File: src/rtl/ram_access_ctrl_pkg.sv
// ram_access_ctrl_pkg
// Shared definitions for the data-RAM initiator and the instruction-fetch
// side: FSM state encoding, the byte-to-word shift and an address check.
//   st_idle / st_access / st_resp : 2-bit FSM state constants
//   WORD_SHIFT                    : log2 of the 8-byte word size
//   addr_is_bad()                 : misaligned or beyond the RAM depth
package ram_access_ctrl_pkg;

    typedef logic [1:0] state_t;

    localparam state_t st_idle   = 2'd0;
    localparam state_t st_access = 2'd1;
    localparam state_t st_resp   = 2'd2;

    localparam int WORD_SHIFT = 3;

    // A request is rejected when it is not on an 8-byte boundary or when any
    // byte-address bit above the word index is set.
    function automatic logic addr_is_bad(input logic [63:0] addr, input int addr_w);
        logic [63:0] upper;
        upper = addr >> (addr_w + WORD_SHIFT);
        return (addr[WORD_SHIFT-1:0] != '0) || (upper != '0);
    endfunction

endpackage

File: src/rtl/ram_access_ctrl_if.sv
// ram_access_ctrl_if
// Request/response channel between the CPU memory stage (master) and the
// RAM initiator (slave).
//   req_valid/req_ready : request handshake
//   req_write           : 1 = store, 0 = load
//   req_addr            : 64-bit byte address
//   req_wdata           : store data
//   rsp_valid/rsp_ready : response handshake
//   rsp_rdata           : load data (0 for stores and errors)
//   rsp_err             : request rejected
interface ram_access_ctrl_if #(
    parameter int DATA_W = 64
);
    logic              req_valid;
    logic              req_ready;
    logic              req_write;
    logic [63:0]       req_addr;
    logic [DATA_W-1:0] req_wdata;
    logic              rsp_valid;
    logic              rsp_ready;
    logic [DATA_W-1:0] rsp_rdata;
    logic              rsp_err;

    modport master (
        output req_valid, req_write, req_addr, req_wdata, rsp_ready,
        input  req_ready, rsp_valid, rsp_rdata, rsp_err
    );

    modport slave (
        input  req_valid, req_write, req_addr, req_wdata, rsp_ready,
        output req_ready, rsp_valid, rsp_rdata, rsp_err
    );
endinterface

File: src/rtl/ram_access_ctrl_sat_counter.sv
// sat_counter
// Event counter that sticks at its maximum value instead of wrapping.
//   clock, reset_n : clock and asynchronous active-low reset
//   inc            : count one event this cycle
//   count          : current count
module sat_counter #(
    parameter int CNT_W = 16
) (
    input  logic             clock,
    input  logic             reset_n,
    input  logic             inc,
    output logic [CNT_W-1:0] count
);

    always_ff @(posedge clock or negedge reset_n) begin
        if (!reset_n) begin
            count <= '0;
        end else if (inc && (count != '1)) begin
            count <= count + 1'b1;
        end
    end

endmodule

File: src/rtl/ram_access_ctrl.sv
// ram_access_ctrl
// Initiator for the 2**ADDR_W x DATA_W data RAM. Accepts load/store requests,
// drives the RAM pins for exactly one cycle (the RAM samples at the negedge),
// and returns data/status on the response channel. Keeps saturating counts.
//   clock, reset_n          : system clock, asynchronous active-low reset
//   bus (slave)             : request/response channel
//   address, in, write      : RAM address, write data and write enable
//   Out                     : RAM read data (updates at negedge)
//   ld_count, st_count,
//   err_count               : completed loads/stores, rejected requests
module ram_access_ctrl
    import ram_access_ctrl_pkg::*;
#(
    parameter int ADDR_W = 8,
    parameter int DATA_W = 64,
    parameter int CNT_W  = 16
) (
    input  logic              clock,
    input  logic              reset_n,
    ram_access_ctrl_if.slave  bus,
    output logic [ADDR_W-1:0] address,
    output logic [DATA_W-1:0] in,
    output logic              write,
    input  logic [DATA_W-1:0] Out,
    output logic [CNT_W-1:0]  ld_count,
    output logic [CNT_W-1:0]  st_count,
    output logic [CNT_W-1:0]  err_count
);

    state_t state;
    logic   accept;
    logic   bad;

    // req_ready is gated by reset_n so nothing is accepted while reset is held
    assign bus.req_ready = reset_n && (state == st_idle);
    assign bus.rsp_valid = (state == st_resp);
    assign accept        = bus.req_valid && bus.req_ready;
    assign bad           = addr_is_bad(bus.req_addr, ADDR_W);

    // Reset clears write immediately, so a store whose negedge has not yet
    // arrived never reaches the RAM. The write flag doubles as the
    // load/store marker during the ACCESS cycle.
    always_ff @(posedge clock or negedge reset_n) begin
        if (!reset_n) begin
            state         <= st_idle;
            address       <= '0;
            in            <= '0;
            write         <= 1'b0;
            bus.rsp_rdata <= '0;
            bus.rsp_err   <= 1'b0;
        end else begin
            case (state)
                st_idle: begin
                    if (accept) begin
                        if (bad) begin
                            bus.rsp_err   <= 1'b1;
                            bus.rsp_rdata <= '0;
                            state         <= st_resp;
                        end else begin
                            address <= bus.req_addr[ADDR_W+WORD_SHIFT-1:WORD_SHIFT];
                            in      <= bus.req_wdata;
                            write   <= bus.req_write;
                            state   <= st_access;
                        end
                    end
                end
                st_access: begin
                    write         <= 1'b0;
                    bus.rsp_rdata <= write ? '0 : Out;
                    bus.rsp_err   <= 1'b0;
                    state         <= st_resp;
                end
                st_resp: begin
                    if (bus.rsp_ready) begin
                        state <= st_idle;
                    end
                end
                default: state <= st_idle;
            endcase
        end
    end

    sat_counter #(.CNT_W(CNT_W)) u_ld_cnt (
        .clock   (clock),
        .reset_n (reset_n),
        .inc     ((state == st_access) && !write),
        .count   (ld_count)
    );

    sat_counter #(.CNT_W(CNT_W)) u_st_cnt (
        .clock   (clock),
        .reset_n (reset_n),
        .inc     ((state == st_access) && write),
        .count   (st_count)
    );

    sat_counter #(.CNT_W(CNT_W)) u_err_cnt (
        .clock   (clock),
        .reset_n (reset_n),
        .inc     (accept && bad),
        .count   (err_count)
    );

endmodule

File: src/flat_wrapper.sv
// flat-port wrapper written by rule: the top's interface ports become plain ports
module ram_access_ctrl_flat import ram_access_ctrl_pkg::*;
#(
    parameter int ADDR_W = 8,
    parameter int DATA_W = 64,
    parameter int CNT_W  = 16
)
  (clock, reset_n, address, in, write, Out, ld_count, st_count, err_count, bus_req_valid, bus_req_write, bus_req_addr, bus_req_wdata, bus_rsp_ready, bus_req_ready, bus_rsp_valid, bus_rsp_rdata, bus_rsp_err);
  ram_access_ctrl_if #(.DATA_W(DATA_W)) bus_i ();
  input  logic clock;
  input  logic reset_n;
  output logic [ADDR_W-1:0] address;
  output logic [DATA_W-1:0] in;
  output logic write;
  input  logic [DATA_W-1:0] Out;
  output logic [CNT_W-1:0] ld_count;
  output logic [CNT_W-1:0] st_count;
  output logic [CNT_W-1:0] err_count;
  input wire logic [$bits(bus_i.req_valid)-1:0] bus_req_valid;
  input wire logic [$bits(bus_i.req_write)-1:0] bus_req_write;
  input wire logic [$bits(bus_i.req_addr)-1:0] bus_req_addr;
  input wire logic [$bits(bus_i.req_wdata)-1:0] bus_req_wdata;
  input wire logic [$bits(bus_i.rsp_ready)-1:0] bus_rsp_ready;
  output wire logic [$bits(bus_i.req_ready)-1:0] bus_req_ready;
  output wire logic [$bits(bus_i.rsp_valid)-1:0] bus_rsp_valid;
  output wire logic [$bits(bus_i.rsp_rdata)-1:0] bus_rsp_rdata;
  output wire logic [$bits(bus_i.rsp_err)-1:0] bus_rsp_err;
  assign bus_i.req_valid = bus_req_valid;
  assign bus_i.req_write = bus_req_write;
  assign bus_i.req_addr = bus_req_addr;
  assign bus_i.req_wdata = bus_req_wdata;
  assign bus_i.rsp_ready = bus_rsp_ready;
  assign bus_req_ready = bus_i.req_ready;
  assign bus_rsp_valid = bus_i.rsp_valid;
  assign bus_rsp_rdata = bus_i.rsp_rdata;
  assign bus_rsp_err = bus_i.rsp_err;
  ram_access_ctrl #(.ADDR_W(ADDR_W), .DATA_W(DATA_W), .CNT_W(CNT_W)) u_core (.clock(clock), .reset_n(reset_n), .bus(bus_i), .address(address), .in(in), .write(write), .Out(Out), .ld_count(ld_count), .st_count(st_count), .err_count(err_count));
endmodule
File: config.mk
export PLATFORM = sky130hd
export DESIGN_NAME = ram_access_ctrl_flat
export DESIGN_NICKNAME = d
export VERILOG_FILES = /design/src/rtl/ram_access_ctrl_pkg.sv /design/src/rtl/ram_access_ctrl_if.sv /design/src/rtl/ram_access_ctrl_sat_counter.sv /design/src/rtl/ram_access_ctrl.sv /design/src/flat_wrapper.sv
export SDC_FILE = /design/constraint.sdc
export NUM_CORES = 1
export LEC_CHECK = 0
export CAP_MARGIN = 10
export CORE_MARGIN = 4
export CORE_UTILIZATION = 38
export DETAILED_ROUTE_END_ITERATION = 12
export PLACE_DENSITY = 0.83
export SLEW_MARGIN = 20
export SYNTH_ARGS = -nofsm -noshare
export SYNTH_HDL_FRONTEND = slang
export SYNTH_SLANG_ARGS = --single-unit
export TNS_END_PERCENT = 20
File: constraint.sdc
create_clock -name clock -period 2.1 [get_ports clock]
set_input_delay 0.42 -clock clock [delete_from_list [all_inputs] [get_ports clock]]
set_output_delay 0.42 -clock clock [all_outputs]
set_load 0.02 [all_outputs]
* Yosys cells after proc, flatten, opt, wreduce, memory -nomap -nowiden
Index checks and enable logic that the tools add are counted.
** Operators by class
- Reductions and logical operators :: 18
- Bitwise logic cells :: 1
- $add $sub $neg :: 3
- Eq/ne operators :: 9
- Muxes and demuxes :: 14
** Operators by type and width (number)
- 2-to-1 mux 64 bit :: 3
- one-hot mux 64 bit (2 select lines) :: 1
- nonzero test 64 bit :: 1
- adder 16 x 1 -> 16 bit (second input constant) :: 3
- inequality test 16 bit (second input constant) :: 3
- AND reduction 3 bit :: 3
- logical AND 1 bit :: 8
- 2-to-1 mux 2 bit :: 3
- one-hot mux 2 bit (3 select lines) :: 1
- 2-to-1 mux 1 bit :: 4
- inequality test 2 x 1 -> 1 bit (second input constant) :: 2
- inequality test 2 bit (second input constant) :: 2
- one-hot mux 1 bit (2 select lines) :: 2
- nonzero test 3 bit :: 1
- equality test 2 x 1 -> 1 bit (second input constant) :: 1
- equality test 2 bit (second input constant) :: 1
- logical NOT 2 bit :: 1
- AND reduction 2 bit :: 1
- nonzero test 2 bit :: 1
- logical NOT 1 bit :: 1
- logical OR 1 bit :: 1
- NOT 1 bit :: 1
** Storage, ports and cells
- Word-level logic and storage cells :: 54
- Input port bits :: 197
- Output and inout bits :: 188
- Register bits after elaboration :: 188

* Logic depth before layout (Yosys ltp)
- Word-level depth :: 5
- Depth in mapped cells :: 8
- Depth with buffers taken out :: 7

* Cells and area by module
A second synthesis with hierarchy kept.
** Unflattened totals
- Cells, all modules :: 550
- Area, all modules :: 8127.8 µm²
** Modules (own cells, without submodules)
- ram_access_ctrl :: area an instance 5549.1 µm², times used 1, sequential area each 3503.4 µm², cells each 334
- sat_counter :: area an instance 859.6 µm², times used 3, sequential area each 400.4 µm², cells each 72

* Worst setup path before layout
OpenSTA, ideal clock, no wires.
- Kind :: register to register
- Start :: register u_core.u_err_cnt.count[5]
- End :: register u_core.u_err_cnt.count[1]
- Period minus slack after synthesis :: 2.093 ns
- Path buffers :: 0
- Library setup time :: 0.125 ns
- Path slack :: 0.007 ns
- Arrival :: 1.968 ns
- Stages on the path, launching flop included :: 7
- Cells stage by stage :: dfrtp_1 -> and3_1 -> nand3_1 -> or3_1 -> or3_4 -> nand2_1 -> mux2_2
** Between the ends
- Cells in the longest elaborated chain, start to end :: 2
** RTL lines
- start, declared :: RTL line ram_access_ctrl_sat_counter.sv:12 : output logic [CNT_W-1:0] count
- start signal, assigned :: RTL line ram_access_ctrl_sat_counter.sv:19 : count <= count + 1'b1;
- inequality test 16 bit :: RTL line ram_access_ctrl_sat_counter.sv:18 : end else if (inc && (count != '1)) begin
- logical AND 1 bit :: RTL line ram_access_ctrl_sat_counter.sv:18
No other way between the ends.
A chain may end at the register's enable or synchronous reset.

* Worst setup path in the final report
- Start :: input bus_req_addr[18]
- End :: register u_core.bus.rsp_rdata[1]
** Between the ends
- Cells in the longest elaborated chain, start to end :: 4
** RTL lines
- start, declared :: RTL line flat_wrapper.sv:21 : input wire logic [$bits(bus_i.req_addr)-1:0] bus_req_addr;
- nonzero test 64 bit :: RTL line ram_access_ctrl_pkg.sv:22 : return (addr[WORD_SHIFT-1:0] != '0) || (upper != '0);
- logical OR 1 bit :: RTL line ram_access_ctrl_pkg.sv:22
- inequality test 2 x 1 -> 1 bit (no source line)
- AND reduction 3 bit (no source line)
- end signal, assigned :: RTL line ram_access_ctrl.sv:69 : bus.rsp_rdata <= write ? '0 : Out;
- end, declared :: RTL line ram_access_ctrl_if.sv:31 : output req_ready, rsp_valid, rsp_rdata, rsp_err
No other way between the ends.

==> impl_metrics.ini <==
[synth]
syn_area_um2 = 7510
synthCells = 690
yosysWarningCount = 0
synth_cell_types = 40
yosysTopAreaCell = dfrtp_1
async_flop_share_pct = 100
ys_seq_area_share_pct = 62.6
synthTopCellsByArea = dfrtp_1, nand2_1, a22o_1
synth_top_flop_cell = dfrtp_1
yosysMostFrequentCell = nand2_1
syn_nets = 890
netlist.area_leader.share_pct = 62.6
syn_avg_cell_area_um2 = 10.9
synth_common_cells = nand2_1, dfrtp_1, a22o_1
synth-edff-count = 0
synth-seq-cells = 188

[setup_path]
crit_path_top_delay_cell = or4_4
critPathCaptureType = flop
slowest_delay_ns = 0.59
worstSetupPathType = in2reg
worst-path-max-fanout = 16
critPathLaunchType = input port
crit_required_ns = 2.45
worstPathArrival_ns = 2.44
r2r_slack_ns = 0.10
crit_chain = clkdlybuf4s15_1 > or4_4 > nor4_4 > buf_4 > a21boi_4 > nor2_4 > buf_8 > clkbuf_16 > a22o_1

[clock_tree]
cts_root_buf = clkbuf_16
clock_sinks = 188
ctsLongestPathBuffers = 2
h-tree-depth = 4
clk_latency_ns = 0.42
cts_buffers = 17
cts_tree = done
cts.clk_slew.worst_paths_ns = 0.07

[pwr]
pwr-share-comb_pct = 11.1
cellPowerDensity_nw_per_um2 = 612
seq_power_share_pct = 46.6
switching_share_pct = 24.0
p_sw_mw = 1.91
ir_drop_mv = 0.514
p_total_mw = 7.96
p_leak_nw = 6.09
clkPwrFrac_pct = 42.3
internal_power_mw = 6.05

[drt]
drtIter0Drc = 356
via_count = 6933
firstDrtPassIters = 4
ant_nets = 0
wl_per_cell_um = 19.4
drcViolationCount = 0
drt_wl_total_mm = 27.1
vias_per_cell = 4.97

[grt]
grt_usage_pct = 22.6
grt_first_pass_wirelength_mm = 38.8
grt_overflow = 0
grt_pass1_vias = 6917
grt_start_max_net_pins = 121
grt_antenna_before_repair = 3

[run_status]
status = completed

[layout]
postLayoutCellArea_um2 = 13000
nets = 1318
syn_to_final_growth_pct = 73.0
drive_above_1_share_pct = 10.8
antenna_cells = 0
instances_no_fill = 1396
n_fill_cell = 1457

[place]
placed_cells = 1342
gp_congestion = 0.839
hpwl_mm = 19.5
io_buffers = 384
placed_area_um2 = 11900
pre_cts_ws_ns = -0.583

[sta]
fin_ws_ns = 0.00924
rsz0062_at_grt = true
drv_slew = 0
fin_crit_sh_pct = 99.6
setup_viol = 0
worst_slew_pin_slew_ns = 0.737
hold_viol = 0
maxSlewHeadroom_pct = 50.9
clock_skew_ns = 0.0110
setup_tns_ns = 0
fin_crit_ns = 2.09
timing.fmax_mhz = 478

[floorplan]
rows = 51
io_pins = 385
core_um2 = 19500
die-height_um = 149
die-area_um2 = 22100
die_x_um = 149
initial_core_util_pct = 38.6

[worst_hold_path]
hold_path_class = reg2reg

[flow_run]
cap_violations = 0
==> flip-flops by register name, summed over array words and instances, names as in the netlist <==
register and flops:
u_core.in 64, u_core.address 8, u_core.state 2, u_core.bus.rsp_rdata 64, u_core.u_err_cnt.count 16, u_core.u_ld_cnt.count 16
u_core.u_st_cnt.count 16, u_core.write 1, u_core.bus.rsp_err 1
==> layout make-up <==
cell class | count | area (um2) | area share (%)
clock inverter | 13 | 174 | 1.34
timing repair buffer | 440 | 4590 | 35.3
inverter | 5 | 18.8 | 0.144
clock buffer | 19 | 443 | 3.41
multi-input combinational | 466 | 2750 | 21.1
sequential | 188 | 4700 | 36.2
tap | 265 | 332 | 2.55
==> kinds of logic (layout without fill, tap and decap cells) <==
group	count (synthesis)	count (layout)	synth area share, %
AOI/OAI and AO/OA	74	74	8.62
xor gates and xnor gates	42	42	4.90
adders and majority gates	3	3	0.500
buffers and inverters	36	477	2.58
DFF	188	188	62.6
muxes	5	5	0.749
and+or+nand+nor	342	342	20.0
==> final timing paths <==
kind,start,to,depth (start not counted)
max,bus_req_addr[18],u_core.bus.rsp_rdata[1],9
min,u_core.in[31],u_core.in[31],2
max reg2reg,u_core.u_err_cnt.count[7],u_core.u_err_cnt.count[1],6
min reg2reg,u_core.in[31],u_core.in[31],2
max in group asynchronous,reset_n,u_core.u_st_cnt.count[10],4
min in group asynchronous,reset_n,u_core.bus.rsp_rdata[35],3
==> cells in the final DEF, fill, tap and decap left out, drive strengths merged, types with 3 or more instances in the layout <==
master	n
nor4	13
xor2	10
buf	47
and4	3
ha	3
inv	12
nand3	34
nand2	232
xnor2	32
mux2	5
clkbuf	28
dlymetal6s2s	12
nor2	19
nor3	4
nand4	13
nand2b	3
clkinv	4
and3	12
clkdlybuf4s50	367
a22o	64
dfrtp	188
==> power groups by stage <==
stage	Sequential, mW	Combinational [mW]	Clock (mW)
6_report	3.71	0.884	3.37
3_3_place_gp	3.78	0.830	0
5_1_grt	3.72	0.942	3.60
3_5_place_dp	3.78	0.836	0
2_1_floorplan	3.84	0.142	0
4_1_cts	3.71	0.860	3.45
==> routing by layer <==
| metal | vias to the layer above | wire length (um) | share of wire, % | GRT usage, % |
|---|---|---|---|---|
| li1 | 3209 | - | - | - |
| met1 | 3366 | 9880 | 36 | 25.6 |
| met2 | 312 | 14300 | 53 | 40.7 |
| met3 | 44 | 2260 | 8.3 | 6.92 |
| met4 | 2 | 690 | 2.5 | 7.02 |
| met5 | - | 12 | 0.044 | 0 |
==> worst max-delay path: cells and delay by family <==
kind | cells | cell delay (ns)
buf+inv | 4 | 0.74
compound gates | 2 | 0.23
simple gates | 3 | 1.05
==> through the flow <==
step / util [%] / hold WS, ns
2_1_floorplan: - / 0.124
3_3_place_gp: 61.0 / 0.448
3_5_place_dp: 61.0 / 0.444
4_1_cts: 64.7 / 0.471
5_1_grt: 66.8 / 0.495
6_report: 66.8 / 0.466
==> repair_timing <==
item                       CTS  global route
hold endpoints to repair    12             0
gates resized for setup     10            38
buffers inserted             3             7
cloned                       1            10
setup endpoints to repair   68           154
pin swaps                    8            14
hold buffers                 1             0
No activity file was read; power rests on OpenSTA's default activity.
